File: config.mk
export PLATFORM = sky130hd
export DESIGN_NAME = joydb_serial_reader
export DESIGN_NICKNAME = d
export VERILOG_FILES = /design/src/rtl/joydb_serial_reader.sv
export SDC_FILE = /design/constraint.sdc
export NUM_CORES = 1
export LEC_CHECK = 0
export BUFFER_PORTS_ARGS = -buffer_cell sky130_fd_sc_hd__buf_2
export CAP_MARGIN = 20
export CORE_MARGIN = 3
export CORE_UTILIZATION = 51
export DETAILED_ROUTE_END_ITERATION = 16
export PLACE_DENSITY = 0.84
export REMOVE_ABC_BUFFERS = 1
export SETUP_SLACK_MARGIN = 0.2
export SYNTH_ARGS = -nofsm -noshare
export SYNTH_HDL_FRONTEND = slang
export SYNTH_SLANG_ARGS = --single-unit
File: constraint.sdc
create_clock -name clk -period 1.65 [get_ports clk]
set_input_delay 0.0825 -clock clk [delete_from_list [all_inputs] [get_ports clk]]
set_output_delay 0.0825 -clock clk [all_outputs]
set_load 0.01 [all_outputs]
File: src/rtl/joydb_serial_reader.sv
// Reading end of the DB9/JAMMA 74HC165 joystick chain: drives joy_load/joy_clk, shifts in joy_data
// and presents two active-high player words with a one-cycle frame_valid strobe.
module joydb_serial_reader #(
    parameter int unsigned CLK_DIV   = 8,
    parameter int unsigned NBITS     = 24,
    parameter int unsigned GAP_TICKS = 16
) (
    input  logic               clk,
    input  logic               reset,
    input  logic               enable,
    input  logic               joy_data,
    output logic               joy_clk,
    output logic               joy_load,
    output logic [NBITS/2-1:0] joy1,
    output logic [NBITS/2-1:0] joy2,
    output logic               frame_valid,
    output logic               busy
);

    localparam int unsigned HALF  = NBITS / 2;
    localparam int unsigned DIV_W = (CLK_DIV > 1) ? $clog2(CLK_DIV) : 1;
    localparam int unsigned GAP_W = $clog2(GAP_TICKS + 1);
    localparam int unsigned BIT_W = $clog2(NBITS + 1);

    localparam logic [DIV_W-1:0] DIV_LAST = DIV_W'(CLK_DIV - 1);
    localparam logic [GAP_W-1:0] GAP_MAX  = GAP_W'(GAP_TICKS);
    localparam logic [BIT_W-1:0] BIT_LAST = BIT_W'(NBITS - 1);

    typedef enum logic [1:0] {StIdle, StLoad, StShift, StDone} state_e;

    state_e             state_q, state_d;
    logic [DIV_W-1:0]   div_q;
    logic [GAP_W-1:0]   gap_q, gap_d;
    logic [BIT_W-1:0]   bit_q, bit_d;
    logic               phase_q, phase_d;
    logic [NBITS-1:0]   shift_q, shift_d;
    logic [1:0]         sync_q;
    logic [HALF-1:0]    joy1_q, joy1_d;
    logic [HALF-1:0]    joy2_q, joy2_d;
    logic               valid_q, valid_d;
    logic               joy_clk_q, joy_load_q, busy_q;
    logic               tick;

    assign tick = (div_q == DIV_LAST);

    always_ff @(posedge clk) begin
        if (reset) begin
            div_q  <= '0;
            sync_q <= '0;
        end else begin
            div_q  <= tick ? '0 : div_q + 1'b1;
            sync_q <= {sync_q[0], joy_data};
        end
    end

    always_comb begin
        state_d = state_q;
        gap_d   = gap_q;
        bit_d   = bit_q;
        phase_d = phase_q;
        shift_d = shift_q;
        joy1_d  = joy1_q;
        joy2_d  = joy2_q;
        valid_d = 1'b0;

        unique case (state_q)
            StIdle: begin
                if (tick) begin
                    if (gap_q == GAP_MAX) begin
                        if (enable) begin
                            gap_d   = '0;
                            state_d = StLoad;
                        end
                    end else begin
                        gap_d = gap_q + 1'b1;
                    end
                end
            end
            StLoad: begin
                if (tick) begin
                    state_d = StShift;
                    bit_d   = '0;
                    phase_d = 1'b0;
                end
            end
            StShift: begin
                if (tick) begin
                    if (!phase_q) begin
                        // Sample before the rising edge: bit 0 is already on the line after load.
                        shift_d = {shift_q[NBITS-2:0], sync_q[1]};
                        phase_d = 1'b1;
                    end else begin
                        bit_d   = bit_q + 1'b1;
                        phase_d = 1'b0;
                        if (bit_q == BIT_LAST) begin
                            state_d = StDone;
                            joy1_d  = ~shift_q[NBITS-1:HALF];
                            joy2_d  = ~shift_q[HALF-1:0];
                            valid_d = 1'b1;
                        end
                    end
                end
            end
            StDone: begin
                state_d = StIdle;
                gap_d   = '0;
            end
            default: state_d = StIdle;
        endcase
    end

    // Pin drivers come straight from flops fed by the next state, so they stay glitch-free.
    always_ff @(posedge clk) begin
        if (reset) begin
            state_q    <= StIdle;
            gap_q      <= '0;
            bit_q      <= '0;
            phase_q    <= 1'b0;
            shift_q    <= '0;
            joy1_q     <= '0;
            joy2_q     <= '0;
            valid_q    <= 1'b0;
            joy_clk_q  <= 1'b0;
            joy_load_q <= 1'b1;
            busy_q     <= 1'b0;
        end else begin
            state_q    <= state_d;
            gap_q      <= gap_d;
            bit_q      <= bit_d;
            phase_q    <= phase_d;
            shift_q    <= shift_d;
            joy1_q     <= joy1_d;
            joy2_q     <= joy2_d;
            valid_q    <= valid_d;
            joy_clk_q  <= (state_d == StShift) && phase_d;
            joy_load_q <= (state_d != StLoad);
            busy_q     <= (state_d != StIdle);
        end
    end

    assign joy_clk     = joy_clk_q;
    assign joy_load    = joy_load_q;
    assign joy1        = joy1_q;
    assign joy2        = joy2_q;
    assign frame_valid = valid_q;
    assign busy        = busy_q;

endmodule

==> flow_summary.toml <==
[final_layout]
final_cells = 451
layout_common_cells = "dfxtp_1, nand2_1, buf_2"
diodes = 0
nets = 395
syn_to_final_growth_pct = 47.4
final_common_cell = "dfxtp_1"
final_layout_size_suffix_gt1_frac = 0.430

[drt]
drt_wl_total_mm = 8.26
wl_met3_um = 467
met1_length_mm = 3.11
drc = 0
vias = 2620
ant_nets = 0
dr.max_layer_used = "met4"
viasPerCell = 5.81
avgRoutedWirePerCell_um = 18.3
drtIter0Drc = 279
dr.pass1.iters = 6
dr_wl_met2_mm = 4.31

[floorplan]
io-pin-count = 32
die_y_um = 79.0
placementRows = 25
die-area_um2 = 6250
die_w_um = 79.0
fp.coreArea_um2 = 4940
start_util = 0.551

[setup_path]
worstPathCellList = "ha_4 > ha_4 > ha_4 > nand2_4 > nor2_4 > buf_12 > buf_8 > clkbuf_16 > a211oi_2"
r2r-end = "joy1[7]"
crit_type = "reg2reg"
r2r-start = "div_q[0]"
critPathMaxFanout = 8
r2r_slack_ps = -60
critPathSlowestCell = "dfxtp_2"
worstSetupStartpoint = "div_q[0]"
worstPathArrival_ps = 1960
cp.required_ps = 1900
setup.worst_path.end = "joy1[7]"
max_stage_delay_ps = 340
rr_worst_depth = 9
path_common_cell = "ha_4"
endpoint_kind = "flip-flop"
crit_path_start_kind = "flip-flop"

[logic_synthesis]
ys_ff_latch = 70
ys_warn_count = 0
synth_cell_type_count = 38
ys_seq_area_frac = 0.515
syn_avg_cell_area_um2 = 8.75
synthCells = 311
synth_area_um2 = 2720

[power]
intPower_mw = 2.46
pwr_density_cell_nw_per_um2 = 790
seq_power_share = 0.537
p_leak_nw = 1.51
switchingPower_uw = 710
switching_share = 0.224
irDropWorstVdd_v = 0.000533
pwr-share-comb = 0.022
p_total_mw = 3.17
p_clk_frac = 0.441

[clock_network]
clkTransAtPathRegs_ps = 70
htree_levels = 3
cts.sinks = 70
cts_tree = "built"
clk_path_buf_depth = 2
cts_inserted_buffers = 9
clk_latency_ps = 350
cts-root-buf = "clkbuf_8"

[min_path]
hp-class = "in2reg"

[placement]
port_buffers = 31
finalWeightedCongestion = 0.833
detailed_place_hpwl_mm = 3.56
dp.cells = 416

[sta]
period_minus_slack_ps = 1710
finClkSkew_ps = 16.6
fin_crit_sh = 1.03
maxSlewViolCount = 0
rsz0062_at_grt = "yes"
finalSetupViolations = 8
fmax_ghz = 0.586
tightest_slew_ps = 649
fin_ws_ps = -56.1
max_slew_margin = 0.567
final_hold_viol_count = 0

[global_routing]
grt_antenna_before_repair = 0
grt_max_degree = 29
grt_pass1_wl_mm = 10.4
grt-ovfl-total = 0
grt_pass1_vias = 2369
grt_usage = 0.212

[run]
cap_violations = 0

[status]
outcome = "finished, violations left"
violations = "setup timing"
## through the flow
stage               utilization  area (µm²)  setup TNS, ps  worst slack (ps)  hold slack (ps)
CTS                       0.742        3670              0              24.9              130
detailed placement        0.633        3130          -5130              -176              306
global route              0.812        4010          -1480              -131              159
finish                    0.812        4010           -163             -56.1              153
global placement          0.633        3130          -1890              -110              296
floorplan                     -        2640         -35930             -1310              152
## registers in the layout, indices dropped and copies added, names as in the netlist, 2 cells and up
signal   count
state_q      2
sync_q       2
shift_q     24
joy1        12
bit_q        5
joy2        12
gap_q        5
div_q        3
## metal layers
metal	global-route usage	up-vias
met2	0.372	126
li1	-	1200
met1	0.233	1253
met4	0.105	0
met3	0.0578	41
met5	0	-
## timing repair
item,in CTS,in global routing
pin swaps,22,27
setup endpoints to repair,65,63
cloned,1,7
hold buffers,1,0
setup buffers,9,1
gates resized for setup,59,42
endpoints found under the hold margin,1,0
## worst max-delay path, delay by kind of cell (launching register included)
| kind | cells | cell delay [ps] |
|---|---|---|
| compound gates | 1 | 220 |
| simple gates | 2 | 110 |
| fa+ha+maj | 3 | 500 |
| buf+inv | 3 | 440 |
| flops | 1 | 340 |
## cell type report
cell class,count,area (µm²)
Inverter,7,31.3
Clock buffer,11,141
Multi-Input combinational cell,215,1590
Fill cell,285,930
Tap cell,67,83.8
Sequential cell,70,1410
Timing Repair Buffer,76,701
Clock inverter,5,58.8
## Yosys cell counts (all sizes together)
master,number,area share
nand3,4,0.0074
and3,2,0.0046
nand4b,1,0.0032
or3,1,0.0023
a21oi,35,0.064
nor2,36,0.050
nand4,1,0.0023
mux2,1,0.0041
o2111ai,2,0.0064
and4bb,1,0.0046
clkbuf,10,0.014
nand3b,1,0.0028
nor2b,3,0.0069
o21ai,3,0.0055
nor3b,2,0.0055
nor3,6,0.011
a211o,1,0.0032
inv,7,0.0097
a211oi,27,0.074
o41ai,1,0.0032
and3b,1,0.0032
and2b,1,0.0028
buf,9,0.017
o21bai,1,0.0028
nand2b,3,0.0069
xor2,2,0.0064
a311oi,1,0.0032
nand2,59,0.081
and2,2,0.0051
dfxtp,70,0.51
ha,12,0.055
mux2i,2,0.0074
a22oi,1,0.0028
or3b,2,0.0064
## cells by family after synthesis
group,share of synthesized area
and+or+nand+nor,0.206
AOI/OAI and AO/OA,0.166
DFF,0.515
buffers and inverters,0.0400
adders and majority gates,0.0552
muxes,0.0115
xor gates and xnor gates,0.00644
## worst min-delay path by stage
| stage | to | from | cells past startpoint |
|---|---|---|---|
| 6_report | state_q[1] | enable | 3 |
| 5_1_grt | state_q[1] | enable | 3 |
| 3_5_place_dp | sync_q[0] | joy_data | 2 |
| 4_1_cts | state_q[1] | enable | 3 |
| 2_1_floorplan | bit_q[1] | reset | 1 |
| 3_3_place_gp | sync_q[0] | joy_data | 2 |
## power groups by stage
stage / sequential, mW / clock [mW] / combinational [mW]
floorplan: 1.74 / 0 / 0.0138
global placement: 1.74 / 0 / 0.0519
detailed placement: 1.74 / 0 / 0.0538
CTS: 1.70 / 1.40 / 0.0643
global route: 1.70 / 1.49 / 0.0761
finish: 1.70 / 1.40 / 0.0702
No activity file was read; power rests on OpenSTA's default activity.
